--- src/rtl/seg_pkg.sv ---
// Shared types, the blank pattern and the active-low BCD to seven-segment decode
// for the multiplexed display driver.
package seg_pkg;

  typedef logic [6:0] segment_t;
  typedef logic [3:0] bcd_t;

  localparam segment_t SEG_BLANK = 7'b1111111;

  // Bit order {a,b,c,d,e,f,g}; a 0 lights the segment. Non-BCD codes blank.
  function automatic segment_t bcd_to_seg(input bcd_t d);
    segment_t s;
    case (d)
      4'd0:    s = 7'b0000001;
      4'd1:    s = 7'b1001111;
      4'd2:    s = 7'b0010010;
      4'd3:    s = 7'b0000110;
      4'd4:    s = 7'b1001100;
      4'd5:    s = 7'b0100100;
      4'd6:    s = 7'b0100000;
      4'd7:    s = 7'b0001101;
      4'd8:    s = 7'b0000000;
      4'd9:    s = 7'b0000100;
      default: s = SEG_BLANK;
    endcase
    return s;
  endfunction

endpackage

--- src/rtl/bcd_seg_decode.sv ---
// Combinational seven-segment decoder for a single BCD nibble.
module bcd_seg_decode
  import seg_pkg::*;
(
  input  logic [3:0] bcd,
  output logic [6:0] seg
);

  always_comb begin
    seg = bcd_to_seg(bcd);
  end

endmodule

--- src/rtl/bcd_display_scanner.sv ---
// Multiplexed BCD display driver: latches a packed BCD word, scans one digit per
// REFRESH_DIV clocks onto a shared active-low segment bus with leading-zero blanking.
module bcd_display_scanner
  import seg_pkg::*;
#(
  parameter int unsigned NUM_DIGITS    = 4,
  parameter int unsigned REFRESH_DIV   = 1000,
  parameter int unsigned BLANK_LEADING = 1
) (
  input  logic                    clock,
  input  logic                    reset_L,
  input  logic                    load,
  input  logic [4*NUM_DIGITS-1:0] bcd_in,
  output logic [6:0]              segment,
  output logic [NUM_DIGITS-1:0]   digit_en_L,
  output logic                    invalid
);

  localparam int unsigned DIV_W = (REFRESH_DIV > 1) ? $clog2(REFRESH_DIV) : 1;
  localparam int unsigned IDX_W = (NUM_DIGITS > 1) ? $clog2(NUM_DIGITS) : 1;
  localparam logic [DIV_W-1:0] DIV_LAST = DIV_W'(REFRESH_DIV - 1);
  localparam logic [IDX_W-1:0] IDX_LAST = IDX_W'(NUM_DIGITS - 1);

  logic [DIV_W-1:0]        div_q;
  logic [IDX_W-1:0]        idx_q;
  logic [4*NUM_DIGITS-1:0] value_q;

  logic [NUM_DIGITS-1:0]   blank_mask;
  logic [NUM_DIGITS-1:0]   en_next;
  logic [3:0]              sel_nibble;
  logic                    sel_blank;
  logic [6:0]              dec_seg;
  logic                    any_bad;
  logic                    zero_run;

  // Refresh divider and digit index
  always_ff @(posedge clock or negedge reset_L) begin
    if (!reset_L) begin
      div_q <= '0;
      idx_q <= '0;
    end else if (div_q == DIV_LAST) begin
      div_q <= '0;
      idx_q <= (idx_q == IDX_LAST) ? '0 : idx_q + 1'b1;
    end else begin
      div_q <= div_q + 1'b1;
    end
  end

  always_ff @(posedge clock or negedge reset_L) begin
    if (!reset_L) begin
      value_q <= '0;
    end else if (load) begin
      value_q <= bcd_in;
    end
  end

  always_comb begin
    any_bad = 1'b0;
    for (int unsigned i = 0; i < NUM_DIGITS; i++) begin
      if (bcd_in[4*i +: 4] > 4'd9) any_bad = 1'b1;
    end
  end

  // Walk from the most significant digit down; a digit is blankable while every
  // nibble from the top down to it is zero. Digit 0 is never blanked.
  always_comb begin
    zero_run   = 1'b1;
    blank_mask = '0;
    for (int unsigned k = 0; k < NUM_DIGITS; k++) begin
      zero_run = zero_run && (value_q[4*(NUM_DIGITS-1-k) +: 4] == 4'd0);
      if ((NUM_DIGITS - 1 - k) != 0) begin
        blank_mask[NUM_DIGITS-1-k] = zero_run;
      end
    end
  end

  always_comb begin
    sel_nibble = '0;
    sel_blank  = 1'b0;
    en_next    = '1;
    for (int unsigned i = 0; i < NUM_DIGITS; i++) begin
      if (idx_q == IDX_W'(i)) begin
        sel_nibble = value_q[4*i +: 4];
        sel_blank  = (BLANK_LEADING != 0) && blank_mask[i];
        en_next[i] = 1'b0;
      end
    end
  end

  bcd_seg_decode u_decode (
    .bcd (sel_nibble),
    .seg (dec_seg)
  );

  always_ff @(posedge clock or negedge reset_L) begin
    if (!reset_L) begin
      segment    <= SEG_BLANK;
      digit_en_L <= '1;
      invalid    <= 1'b0;
    end else begin
      segment    <= sel_blank ? SEG_BLANK : dec_seg;
      digit_en_L <= en_next;
      if (load) invalid <= any_bad;
    end
  end

endmodule
--- config.mk ---
export PLATFORM = sky130hd
export DESIGN_NAME = bcd_display_scanner
export DESIGN_NICKNAME = d
export VERILOG_FILES = /design/src/rtl/seg_pkg.sv /design/src/rtl/bcd_seg_decode.sv /design/src/rtl/bcd_display_scanner.sv
export SDC_FILE = /design/constraint.sdc
export NUM_CORES = 1
export LEC_CHECK = 0
export ABC_CLOCK_PERIOD_IN_PS = 5300
export BUFFER_PORTS_ARGS = -buffer_cell sky130_fd_sc_hd__buf_2
export CORE_UTILIZATION = 40
export CTS_BUF_LIST = sky130_fd_sc_hd__clkbuf_4 sky130_fd_sc_hd__clkbuf_8
export CTS_CLUSTER_SIZE = 40
export DETAILED_ROUTE_END_ITERATION = 10
export GPL_TIMING_DRIVEN = 0
export RECOVER_POWER = 50
export SKIP_LAST_GASP = 1
export SYNTH_ARGS = -nofsm -noshare
export SYNTH_HDL_FRONTEND = slang
export SYNTH_SLANG_ARGS = --single-unit
export TNS_END_PERCENT = 10
--- constraint.sdc ---
create_clock -name clock -period 5.3 [get_ports clock]
set_input_delay 1.06 -clock clock [delete_from_list [all_inputs] [get_ports clock]]
set_output_delay 1.06 -clock clock [all_outputs]
set_load 0.005 [all_outputs]
# Yosys cells after proc, flatten, opt, wreduce, memory -nomap -nowiden
# Memory sizes are Yosys's and may differ from the RTL's.
# Cells that the tools add are included.
op_classes:
  add_sub_neg: 2
  magnitude_cmp: 4
  n_eq_ne: 4
  muxes: 18
  reduce_logical: 6
op_table:
  columns: ["operator", "n"]
  rows:
  - ["4-bit greater-than comparator (second input constant)", 4]
  - ["4-bit 2-to-1 mux", 4]
  - ["4-bit zero test", 3]
  - ["1-bit 2-to-1 mux", 11]
  - ["10-bit by 1-bit adder with 10-bit output (second input constant)", 1]
  - ["10-bit == test (second input constant)", 1]
  - ["10-bit 2-to-1 mux", 1]
  - ["7-bit 2-to-1 mux", 1]
  - ["2-bit == test (second input constant)", 2]
  - ["2-bit by 1-bit adder with 2-bit output (second input constant)", 1]
  - ["2-bit by 1-bit == test with 1-bit output (second input constant)", 1]
  - ["1-bit logical AND", 2]
  - ["2-bit zero test", 1]
  - ["2-bit 2-to-1 mux", 1]
totals:
  regBits: 40
  rom_bits: 112
  input_bits: 19
  output_inout_bits: 12
  wordCells: 41
  mem_count: 1
mem_list:
  columns: ["memory", "words", "word_bits", "rd", "rd_clocked_by_memory_dff", "write_ports", "line_no", "rtl"]
  rows:
  - ["(no name shown)", 16, 7, 1, 0, 0, "seg_pkg.sv:13", "case (d)"]

# Logic depth before layout (Yosys ltp)
# Gate-level depths: netlist (run 1).
logic_depth:
  word_depth: 7
  depth_mapped: 11
  ltp_nobuf: 10

# Cells and area by module
# A second synthesis (run 1) with hierarchy kept.
hier_totals:
  hier_cells: 198
  area_unflattened_um2: 2075.7
by_module_without_submodules:
  columns: ["module", "n_inst", "cells_per_inst", "area_each_um2", "seq_area_each_um2"]
  rows:
  - ["bcd_display_scanner", 1, 169, 1866.8, 1014.7]
  - ["bcd_seg_decode", 1, 29, 209.0, 0.0]

# Worst setup path after synthesis (run 1)
# Ideal clock, no wire load.
synth_path:
  path_kind: "in2reg"
  from: "input port load"
  to: "register value_q[0]"
  setup_time_ps: 125
  arrival_ps: 2070
  setup_slack_ps: 3105
  path_stages: 3
  path_buffers: 2
  path_cell_list: "clkbuf_1 > buf_1 > mux2_2"
synth_lines:
  columns: ["item", "line_no", "rtl"]
  rows:
  - ["from (decl)", "bcd_display_scanner.sv:12", "input logic load,"]
  - ["to (signal assigned)", "bcd_display_scanner.sv:53", "value_q <= bcd_in;"]
  - ["to (decl)", "bcd_display_scanner.sv:26", "logic [4*NUM_DIGITS-1:0] value_q;"]
# No word-level cell between the ends.

==> results of run 1 <==
[cells in the final DEF, fill, tap and decap left out, types with 3 or more instances in the layout]
cell                       netlist  final
sky130_fd_sc_hd__nand3_1         4      4
sky130_fd_sc_hd__dfstp_2        11     11
sky130_fd_sc_hd__clkbuf_1        1      5
sky130_fd_sc_hd__buf_2           2     28
sky130_fd_sc_hd__o21ai_0         8      8
sky130_fd_sc_hd__mux2_2         17     17
sky130_fd_sc_hd__clkbuf_8        0      6
sky130_fd_sc_hd__xnor2_1         4      4
sky130_fd_sc_hd__a21oi_1         6      6
sky130_fd_sc_hd__ha_1           11     11
sky130_fd_sc_hd__nand2_1        10     10
sky130_fd_sc_hd__inv_1          10     10
sky130_fd_sc_hd__nor2_1         15     16
sky130_fd_sc_hd__xor2_1          4      4
sky130_fd_sc_hd__nor4_1          4      4
sky130_fd_sc_hd__dfrtp_1        29     29
sky130_fd_sc_hd__and2_1          3      3
[through the flow]
step / power, mW / std cells / hold slack (ns)
detailed placement: 0.430 / 268 / 0.462
global placement: 0.429 / 268 / 0.458
finish: 0.638 / 276 / 0.468
global route: 0.673 / 276 / 0.531
floorplan: 0.397 / 172 / 0.433
CTS: 0.650 / 276 / 0.473
[layer usage]
metal,part of all wire [%],wire length (um),vias up,track usage [%]
li1,-,-,668,-
met1,52,1790,604,21.4
met2,41,1420,28,20.0
met3,4.4,152,7,4.72
met4,2.1,72,0,7.84
met5,0,0,-,0
[area by class of cell]
| class | count | area [sq um] | share of cell area (%) |
|---|---|---|---|
| buffer | 5 | 18.8 | 0.816 |
| clock buffer | 7 | 90.1 | 3.92 |
| sequential | 40 | 1010 | 44.1 |
| multi-input combinational | 116 | 900 | 39.1 |
| timing repair buffer | 29 | 144 | 6.26 |
| tap | 67 | 83.8 | 3.65 |
| inverter | 11 | 41.3 | 1.80 |
| clock inverter | 1 | 7.51 | 0.326 |
[report_power, final]
group	switching (mW)	internal [mW]	leakage [nW]
clock	0.104	0.111	0.0479
sequential	0.0115	0.333	0.466
combinational	0.0392	0.0385	0.475
total	0.155	0.483	0.989
[how the worst min path moves through the flow]
stage / from / depth (start not counted) / end / slack [ns]
floorplan: div_q[0] / 1 / div_q[0] / 0.43
global placement: div_q[0] / 1 / div_q[0] / 0.46
detailed placement: div_q[0] / 1 / div_q[0] / 0.46
CTS: div_q[0] / 1 / div_q[0] / 0.47
global route: div_q[0] / 1 / div_q[0] / 0.53
finish: div_q[0] / 1 / div_q[0] / 0.47
[flip-flops by register name, summed over array words and instances (netlist names)]
register,flops
value_q,16
div_q,10
segment,7
digit_en_L,4
idx_q,2
invalid,1
[cells by family (layout without fill, tap and decap cells)]
logic type      after synthesis  after routing
fa+ha+maj                    11             11
buf+inv                      16             53
xor+xnor                      8              8
simple gates                 49             49
compound gates               29             29
flops                        40             40
mux                          19             19
==> impl_results.md, run 1 <==
- Critical path fanouts, max: 40
- Total gr overflow: 0
- Gp weighted congestion: 0.804
- Number of instances resized during post-cts repair: 0
- Routed Wire Length: 3.44 mm
- Post-Synth Adder-Cell Area: 6.95%
- Warnings from Yosys: 0
- Post-synthesis instance total: 172
- Most used flip-flop cell after synthesis: sky130_fd_sc_hd__dfrtp_1
- Mux share of post-synthesis cell area: 10.7%
- Violated checks: capacitance limit, slew limit
- Most common library cells after synthesis: 29 x sky130_fd_sc_hd__dfrtp_1, 17 x sky130_fd_sc_hd__mux2_2, 15 x sky130_fd_sc_hd__nor2_1
- Fmax: 391 MHz
- Part of the Yosys area used for sequential elements: 51.2%
- Diodes inserted: 0
- Register-to-Register Path Depth: 10
- Largest net degree at the start of global routing: 41
- Worst Path Required: 5.29 ns
- Count of maximum capacitance violations: 1
- Origin of the worst setup path: reset_L
- Category of the worst setup path capture point: async pin
- Peak ir drop on the vdd network: 0.000155 V
- Fraction of final layout cells sized beyond drive strength 1: 34.0%
- Clock input transition at the sequential cells of the worst setup and hold paths: 0.08 ns
- Antenna Violating Nets Remaining: 0
- CTS H-tree lvls: 2
- Static Leakage: 0.989 nW
- Final hold violation count: 0
- DIE AREA: 0.00524 sq mm
- Drt initial violations: 37
- Number of nets in the synthesized netlist: 202
- Post-CTS Setup Inserts: 0
- Max-Slew Margin vs Limit: -39.1%
- Total stage count of the critical path: 1
- Buffering stage count on the worst path with inverters included: 1
- Ratio of routed vias to standard cells: 4.74
- FF+latch count, synth: 40
- Avg Inst Size Synth: 11.5 sq um
- Post-route cell area: 0.00230 sq mm
- Max-slew violation count: 41
- Total half-perimeter wirelength after legalization and detailed placement: 2.50 mm
- Pwr Density: 277 mW/mm^2
- Count leader, synth: sky130_fd_sc_hd__dfrtp_1
- Number of enable-type register cells in the synthesized netlist: 0
- Number of placement rows: 25
- Maximum single-stage delay on the critical path: 1.46 ns
- DR WL/cell: 12.4 um
- Final setup violation count: 0
- Compound-cell area share of the yosys netlist: 10.2%
- Setup repair after global routing missed its margin: no
- Critical path capture point: div_q[6]
- Dominant combinational cell family by area after synthesis: simple AND/OR/NAND/NOR gates
- Post-route clock skew: 0.00719 ns
- Max clock buf depth: 2
- Final period utilization: 48.3%
- Post-synth design cell area: 0.00198 sq mm
- CP Launch Type: primary input
- Net count of the finished layout: 238
- Fillers: 474
- Top cells by area, synth: sky130_fd_sc_hd__dfrtp_1 37%, sky130_fd_sc_hd__dfstp_2 15%, sky130_fd_sc_hd__mux2_2 9.7%
- Hold-fix buffers, CTS: 0
- Count of pins on the block boundary: 31
- Worst slack at placement: 2.90 ns
- Setup slack of the worst register-to-register path: 2.77 ns
- Starting density of the core: 41.7%
- Crit-path cells: clkbuf_1
- DRT Pass-1 Iters: 3
- Worst setup margin: 2.74 ns
- Fin Setup TNS: 0 ns
- Worst r2r dst: segment[1]
- Fraction of synthesized cell area in xor and xnor cells: 3.54%
- Area growth from synthesis to layout: 16.1%
- Vias after detailed routing: 1307
- Core area: 0.00475 sq mm
- Final Critical Period: 2.56 ns
- Kind of cell with the highest combined delay on the critical path: buffers and inverters
- Dpl cell area: 0.00221 sq mm
- Worst skew pair latency: 0.29 ns
- Tightest Hold Check Type: flip-flop to flip-flop
- Utilization after layout: 48.4%
- First-pass GRT wire length: 5.79 mm
- Vias in the first global route: 1164
- Port bufs: 29
- Async SR Flop Fraction: 100%
- Die extent in x: 72.4 um
- Slew at the pin closest to its max-slew limit: 2.09 ns
- TritonCTS sink count: 40
- CP arrival: 2.55 ns
- Remaining routing DRC violations: 0
- Cell type of the slowest stage on the worst timing path: sky130_fd_sc_hd__clkbuf_1
- CTS tree: yes
- Kind of critical path: primary input to async pin
- Cell type with the largest total area after synthesis: sky130_fd_sc_hd__dfrtp_1
- Initial antenna violation count: 0
- Share of synthesized cell area in and, or, nand and nor gates: 14.2%
- Launch point of the worst reg-to-reg path: idx_q[0]
- Cell at the root of the clock tree: sky130_fd_sc_hd__clkbuf_8
- Global Route Usage Sum: 14.9%
- Result of the run: complete, but fails checks
- Synth unique cells: 46
- Num CTS Buffers: 5
- Floorplan die height: 72.4 um
- Top-area cell type share of the netlist area: 36.6%
(Power assumes the default switching activity.)
==> run 2: changes to the inputs <==
--- a/config.mk
+++ b/config.mk
@@ -5,7 +5,7 @@
 export SDC_FILE = /design/constraint.sdc
 export NUM_CORES = 1
 export LEC_CHECK = 0
-export ABC_CLOCK_PERIOD_IN_PS = 5300
+export ABC_CLOCK_PERIOD_IN_PS = 2550
 export BUFFER_PORTS_ARGS = -buffer_cell sky130_fd_sc_hd__buf_2
 export CORE_UTILIZATION = 40
 export CTS_BUF_LIST = sky130_fd_sc_hd__clkbuf_4 sky130_fd_sc_hd__clkbuf_8
==> constraint.sdc (replaced) <==
create_clock -name clock -period 2.55 [get_ports clock]
set_input_delay 0.51 -clock clock [delete_from_list [all_inputs] [get_ports clock]]
set_output_delay 0.51 -clock clock [all_outputs]
set_load 0.005 [all_outputs]
==> run 2 against run 1 <==
  * The run still ends with capacitance limit, slew limit left
  * Critical endpoint is now segment[3]
  * Clock power is 110% higher
  * Clock-buffer cell count unchanged
  * Power is 110% higher
  * Global-route usage did not move
  * Largest cell class unchanged
==> impl_results.md, run 2 (synthesis gave the netlist of run 1 again) <==
- Number of placement rows: 25
- DRT Pass-1 Iters: 4
- Diodes inserted: 0
- First-pass GRT wire length: 5.79 mm
- Antenna Violating Nets Remaining: 0
- Tightest Hold Check Type: primary input to flip-flop
- Net count of the finished layout: 238
- Slew at the pin closest to its max-slew limit: 2.08 ns
- CP arrival: 2.50 ns
- Most used cells in the layout excluding fill and tap cells: 29 x sky130_fd_sc_hd__buf_2, 29 x sky130_fd_sc_hd__dfrtp_1, 17 x sky130_fd_sc_hd__mux2_2, 15 x sky130_fd_sc_hd__nor2_1
- Routed Wire Length: 3.44 mm
- Final period utilization: 90.1%
- Final setup violation count: 0
- Cell at the root of the clock tree: sky130_fd_sc_hd__clkbuf_8
- Flip-flop count of the largest register, all copies and words added: 16
- CP Launch Type: flip-flop
- Post-route clock skew: 0.00670 ns
- Remaining routing DRC violations: 0
- Static Leakage: 0.997 nW
- Largest net degree at the start of global routing: 41
- Peak ir drop on the vdd network: 0.000322 V
- Total gr overflow: 0
- Hold-fix buffers, CTS: 0
- Clock input transition at the sequential cells of the worst setup and hold paths: 0.08 ns
- Port bufs: 29
- Area growth from synthesis to layout: 16.7%
- Largest registers ranked by flip-flop count: value_q (16), div_q (10), segment (7)
- Fin Setup TNS: 0 ns
- Count of maximum capacitance violations: 1
- CTS H-tree lvls: 2
- Result of the run: complete, but fails checks
- Critical path fanouts, max: 8
- Gp weighted congestion: 0.804
- Drt initial violations: 42
- Post-CTS Setup Inserts: 0
- Final Critical Period: 2.30 ns
- Fraction of final layout cells sized beyond drive strength 1: 35.9%
- Worst Path Required: 2.76 ns
- DR WL/cell: 12.5 um
- Vias after detailed routing: 1336
- Max-slew violation count: 41
- Num CTS Buffers: 5
- Floorplan die height: 72.4 um
- Utilization after layout: 48.6%
- Core area: 0.00475 sq mm
- Setup repair after global routing missed its margin: no
- Kind of critical path: flip-flop to flip-flop
- Max clock buf depth: 2
- Violated checks: capacitance limit, slew limit
- Biggest register: value_q
- Category of the worst setup path capture point: flip-flop
- Die extent in x: 72.4 um
- Fmax: 435 MHz
- Global Route Usage Sum: 14.9%
- Ratio of routed vias to standard cells: 4.84
- Count of pins on the block boundary: 31
- Pwr Density: 574 mW/mm^2
- CTS tree: yes
- TritonCTS sink count: 40
- Total half-perimeter wirelength after legalization and detailed placement: 2.50 mm
- Initial antenna violation count: 0
- Max-Slew Margin vs Limit: -38.9%
- Worst skew pair latency: 0.29 ns
- Starting density of the core: 41.7%
- DIE AREA: 0.00524 sq mm
- Vias in the first global route: 1164
- Final hold violation count: 0
## run 2: cell types whose count changed in the layout (fill, tap and decap cells not counted)
cell / change
sky130_fd_sc_hd__a31oi_1: -1
sky130_fd_sc_hd__a31oi_2: +1
sky130_fd_sc_hd__buf_2: +1
sky130_fd_sc_hd__clkbuf_1: -2
sky130_fd_sc_hd__clkbuf_2: +1
sky130_fd_sc_hd__nor2_1: -1
sky130_fd_sc_hd__nor2_2: +1
## run 2: layout make-up
type / instances / area [sq um]
fill: 470 / 2440
sequential: 40 / 1010
multi-input combinational: 116 / 908
timing repair buffer: 29 / 144
clock buffer: 7 / 90.1
tap: 67 / 83.8
inverter: 11 / 41.3
buffer: 5 / 21.3
clock inverter: 1 / 7.51
## run 2: metrics by stage
step	instances	hold slack (ns)	instance area (sq um)	setup WS, ns	power [mW]
after floorplan	172	0.214	1980	0.501	0.824
after CTS	276	0.352	2310	0.155	1.35
final	276	0.424	2310	0.252	1.33
after global placement	268	0.458	2210	0.172	0.891
after global routing	276	0.421	2310	0.0719	1.40
after detailed placement	268	0.462	2210	0.179	0.893
## run 2: timing repair
item / in CTS / in global routing
gates resized for setup: 0 / 1
setup endpoints to repair: 0 / 1
endpoints found under the hold margin: 0 / 0
## run 2: worst paths after layout
| path | startpoint | endpoint | slack (ns) | cells past startpoint |
|---|---|---|---|---|
| max reg2reg | idx_q[0] | segment[3] | 0.25 | 10 |
| max in group asynchronous | reset_L | div_q[8] | 0.55 | 1 |
| min in group asynchronous | reset_L | value_q[9] | 0.80 | 1 |
| min reg2reg | div_q[0] | div_q[0] | 0.47 | 1 |
| max | idx_q[0] | segment[3] | 0.25 | 10 |
| min | bcd_in[12] | value_q[12] | 0.42 | 3 |
## run 2: metal layers
metal	routed length [um]	GRT usage [%]
met2	1420	20.0
met1	1790	21.4
met5	0	0
met4	72	7.84
met3	160	4.72
## run 2: critical path, stage by stage (launching register included)
cell and delay (ns):
sky130_fd_sc_hd__dfrtp_1 0.42, sky130_fd_sc_hd__inv_1 0.08, sky130_fd_sc_hd__ha_1 0.20, sky130_fd_sc_hd__clkbuf_2 0.17, sky130_fd_sc_hd__a211o_1 0.28, sky130_fd_sc_hd__a31oi_1 0.17, sky130_fd_sc_hd__a221o_1 0.26, sky130_fd_sc_hd__ha_1 0.27
sky130_fd_sc_hd__nor2b_1 0.14, sky130_fd_sc_hd__o21bai_1 0.13, sky130_fd_sc_hd__a21oi_1 0.08
## run 2: report_power, final
group,internal [mW],switching (mW),leakage [nW],total (mW)
Sequential,0.693,0.0241,0.466,0.717
Combinational,0.0806,0.0817,0.483,0.162
Clock,0.230,0.217,0.0479,0.447
==> run 3: changes to the inputs <==
--- a/config.mk
+++ b/config.mk
@@ -6,13 +6,14 @@
 export NUM_CORES = 1
 export LEC_CHECK = 0
 export ABC_CLOCK_PERIOD_IN_PS = 2550
-export BUFFER_PORTS_ARGS = -buffer_cell sky130_fd_sc_hd__buf_2
+export BUFFER_PORTS_ARGS = -buffer_cell sky130_fd_sc_hd__clkbuf_2
 export CORE_UTILIZATION = 40
 export CTS_BUF_LIST = sky130_fd_sc_hd__clkbuf_4 sky130_fd_sc_hd__clkbuf_8
 export CTS_CLUSTER_SIZE = 40
 export DETAILED_ROUTE_END_ITERATION = 10
 export GPL_TIMING_DRIVEN = 0
 export RECOVER_POWER = 50
+export SKIP_CTS_REPAIR_TIMING = 1
 export SKIP_LAST_GASP = 1
 export SYNTH_ARGS = -nofsm -noshare
 export SYNTH_HDL_FRONTEND = slang
==> run 3 against run 2 <==
  * The flow still finishes with violations (capacitance limit, slew limit)
  * Sequential power about the same
  * Fmax decreased by 1.0%
  * Global-route usage increased by 0.16 points
  * Power is 8.9% higher
  * Clock power is 26% higher
  * Setup slack lost 0.024 ns
  * Largest power group unchanged
==> impl_results.md, run 3 (synthesis gave the netlist of run 1 again) <==
- Slew at the pin closest to its max-slew limit: 2.08 ns
- Buffering stage count on the worst path with inverters included: 2
- Max clock buf depth: 2
- Gp weighted congestion: 0.802
- Flip-flop count of the largest register, all copies and words added: 16
- Drt initial violations: 56
- DRT Pass-1 Iters: 4
- Global Route Usage Sum: 15.1%
- Register-to-Register Path Depth: 10
- CTS H-tree lvls: 2
- Setup repair after global routing missed its margin: no
- Vias in the first global route: 1219
- DIE AREA: 0.00524 sq mm
- GR Layer Usage met2: 21.7%
- Net count of the finished layout: 238
- Final Critical Period: 2.32 ns
- First-pass GRT wire length: 5.89 mm
- Largest registers ranked by flip-flop count: value_q (16), div_q (10), segment (7)
- Fin Setup TNS: 0 ns
- Count of pins on the block boundary: 31
- Tightest Hold Check Type: primary input to flip-flop
- Total stage count of the critical path: 10
- Number of placement rows: 25
- Cell at the root of the clock tree: sky130_fd_sc_hd__clkbuf_8
- Critical path fanouts, max: 10
- Vias after detailed routing: 1334
- Result of the run: complete, but fails checks
- Kind of cell with the highest combined delay on the critical path: compound AO/OA/AOI/OAI gates
- Final hold slack: 0.424 ns
- Total gr overflow: 0
- Most common cell on crit path: sky130_fd_sc_hd__nor2_1
- Biggest register: value_q
- Diodes inserted: 0
- Maximum single-stage delay on the critical path: 0.42 ns
- Routed Wire Length: 3.44 mm
- Final period utilization: 91.1%
- CP arrival: 2.54 ns
- Max-slew violation count: 41
- Ratio of routed vias to standard cells: 4.83
- Remaining routing DRC violations: 0
- Port bufs: 29
- Max-Slew Margin vs Limit: -38.8%
- Final setup violation count: 0
- TritonCTS sink count: 40
- Fillers: 457
- Met1 Usage GRT: 20.6%
- Cell depth of the worst hold path: 3
- Total half-perimeter wirelength after legalization and detailed placement: 2.52 mm
- Initial antenna violation count: 0
- CTS tree: yes
- Pwr Density: 618 mW/mm^2
- Worst Path Required: 2.77 ns
- Num CTS Buffers: 5
- Post-route clock skew: 0.00161 ns
- Gr busiest metal: met2
- Area occupied by multi-input gates: 908 sq um
- Cell type of the slowest stage on the worst timing path: sky130_fd_sc_hd__dfrtp_1
- Die extent in x: 72.4 um
- Kind of critical path: flip-flop to flip-flop
- Clock input transition at the sequential cells of the worst setup and hold paths: 0.07 ns
- Antenna Violating Nets Remaining: 0
- DR WL/cell: 12.5 um
- Fraction of final layout cells sized beyond drive strength 1: 35.4%
- CP Launch Type: flip-flop
- Overall power: 1.45 mW
- Worst skew pair latency: 0.29 ns
- Static Leakage: 1.02 nW
- Floorplan die height: 72.4 um
- Final hold violation count: 0
- Sequential Area: 0.00101 sq mm
- Largest net degree at the start of global routing: 41
- Starting density of the core: 41.7%
- Crit-path cells: ha_1 -> clkbuf_1 -> nor2_1 -> o2bb2ai_1 -> a31oi_2 -> inv_1 -> ha_1 -> nor2_1 -> nor2_1 -> o21ai_0
- Violated checks: capacitance limit, slew limit
- Count of maximum capacitance violations: 1
- GRT met3 Usage: 5.28%
- Peak ir drop on the vdd network: 0.000338 V
- Area growth from synthesis to layout: 18.1%
- Most used cells in the layout excluding fill and tap cells: 29 x sky130_fd_sc_hd__clkbuf_2, 29 x sky130_fd_sc_hd__dfrtp_1, 17 x sky130_fd_sc_hd__mux2_2, 15 x sky130_fd_sc_hd__nor2_1
- Core area: 0.00475 sq mm
- Category of the worst setup path capture point: flip-flop
- Fmax: 431 MHz
run 3: final timing paths:
check	slack (ns)	start	endpoint
min in group asynchronous	0.81	reset_L	value_q[11]
setup / recovery	0.23	idx_q[0]	segment[1]
hold reg to reg	0.47	div_q[0]	div_q[0]
max in group asynchronous	0.55	reset_L	div_q[7]
setup reg to reg	0.23	idx_q[0]	segment[1]
hold / removal	0.42	bcd_in[12]	value_q[12]
run 3: layer usage:
layer / up-vias / wire length (um) / share of wire, %
li1: 665 / - / -
met4: 0 / 59 / 1.7
met1: 630 / 1800 / 52
met2: 31 / 1410 / 41
met3: 8 / 166 / 4.8
met5: - / 0 / 0
run 3: final cells by class:
type	instances	area share, %
Multi-Input combinational cell	116	38.8
Timing Repair Buffer	29	6.15
Tap cell	67	3.58
Clock buffer	7	4.12
Clock inverter	1	1.28
Inverter	11	1.77
Buffer	5	0.856
Sequential cell	40	43.4
run 3: through the flow:
stage / setup WS, ns / std cells / cell area [sq um] / util, %
after floorplan: 0.501 / 172 / 1980 / -
after global placement: 0.173 / 268 / 2210 / 46.5
after detailed placement: 0.167 / 268 / 2210 / 46.5
after CTS: 0.146 / 276 / 2340 / 49.1
after global routing: 0.0390 / 276 / 2340 / 49.2
final: 0.228 / 276 / 2340 / 49.2
run 3: power by group:
group / leakage (nW) / switching [mW] / internal, mW / total [mW]
clock: 0.0645 / 0.218 / 0.345 / 0.564
combinational: 0.489 / 0.0813 / 0.0807 / 0.162
sequential: 0.466 / 0.0262 / 0.693 / 0.719
run 3: tightest hold or removal path, stage by stage:
cell and delay (ns):
sky130_fd_sc_hd__clkbuf_2 0.08, sky130_fd_sc_hd__nand2_1 0.04, sky130_fd_sc_hd__o21ai_0 0.05
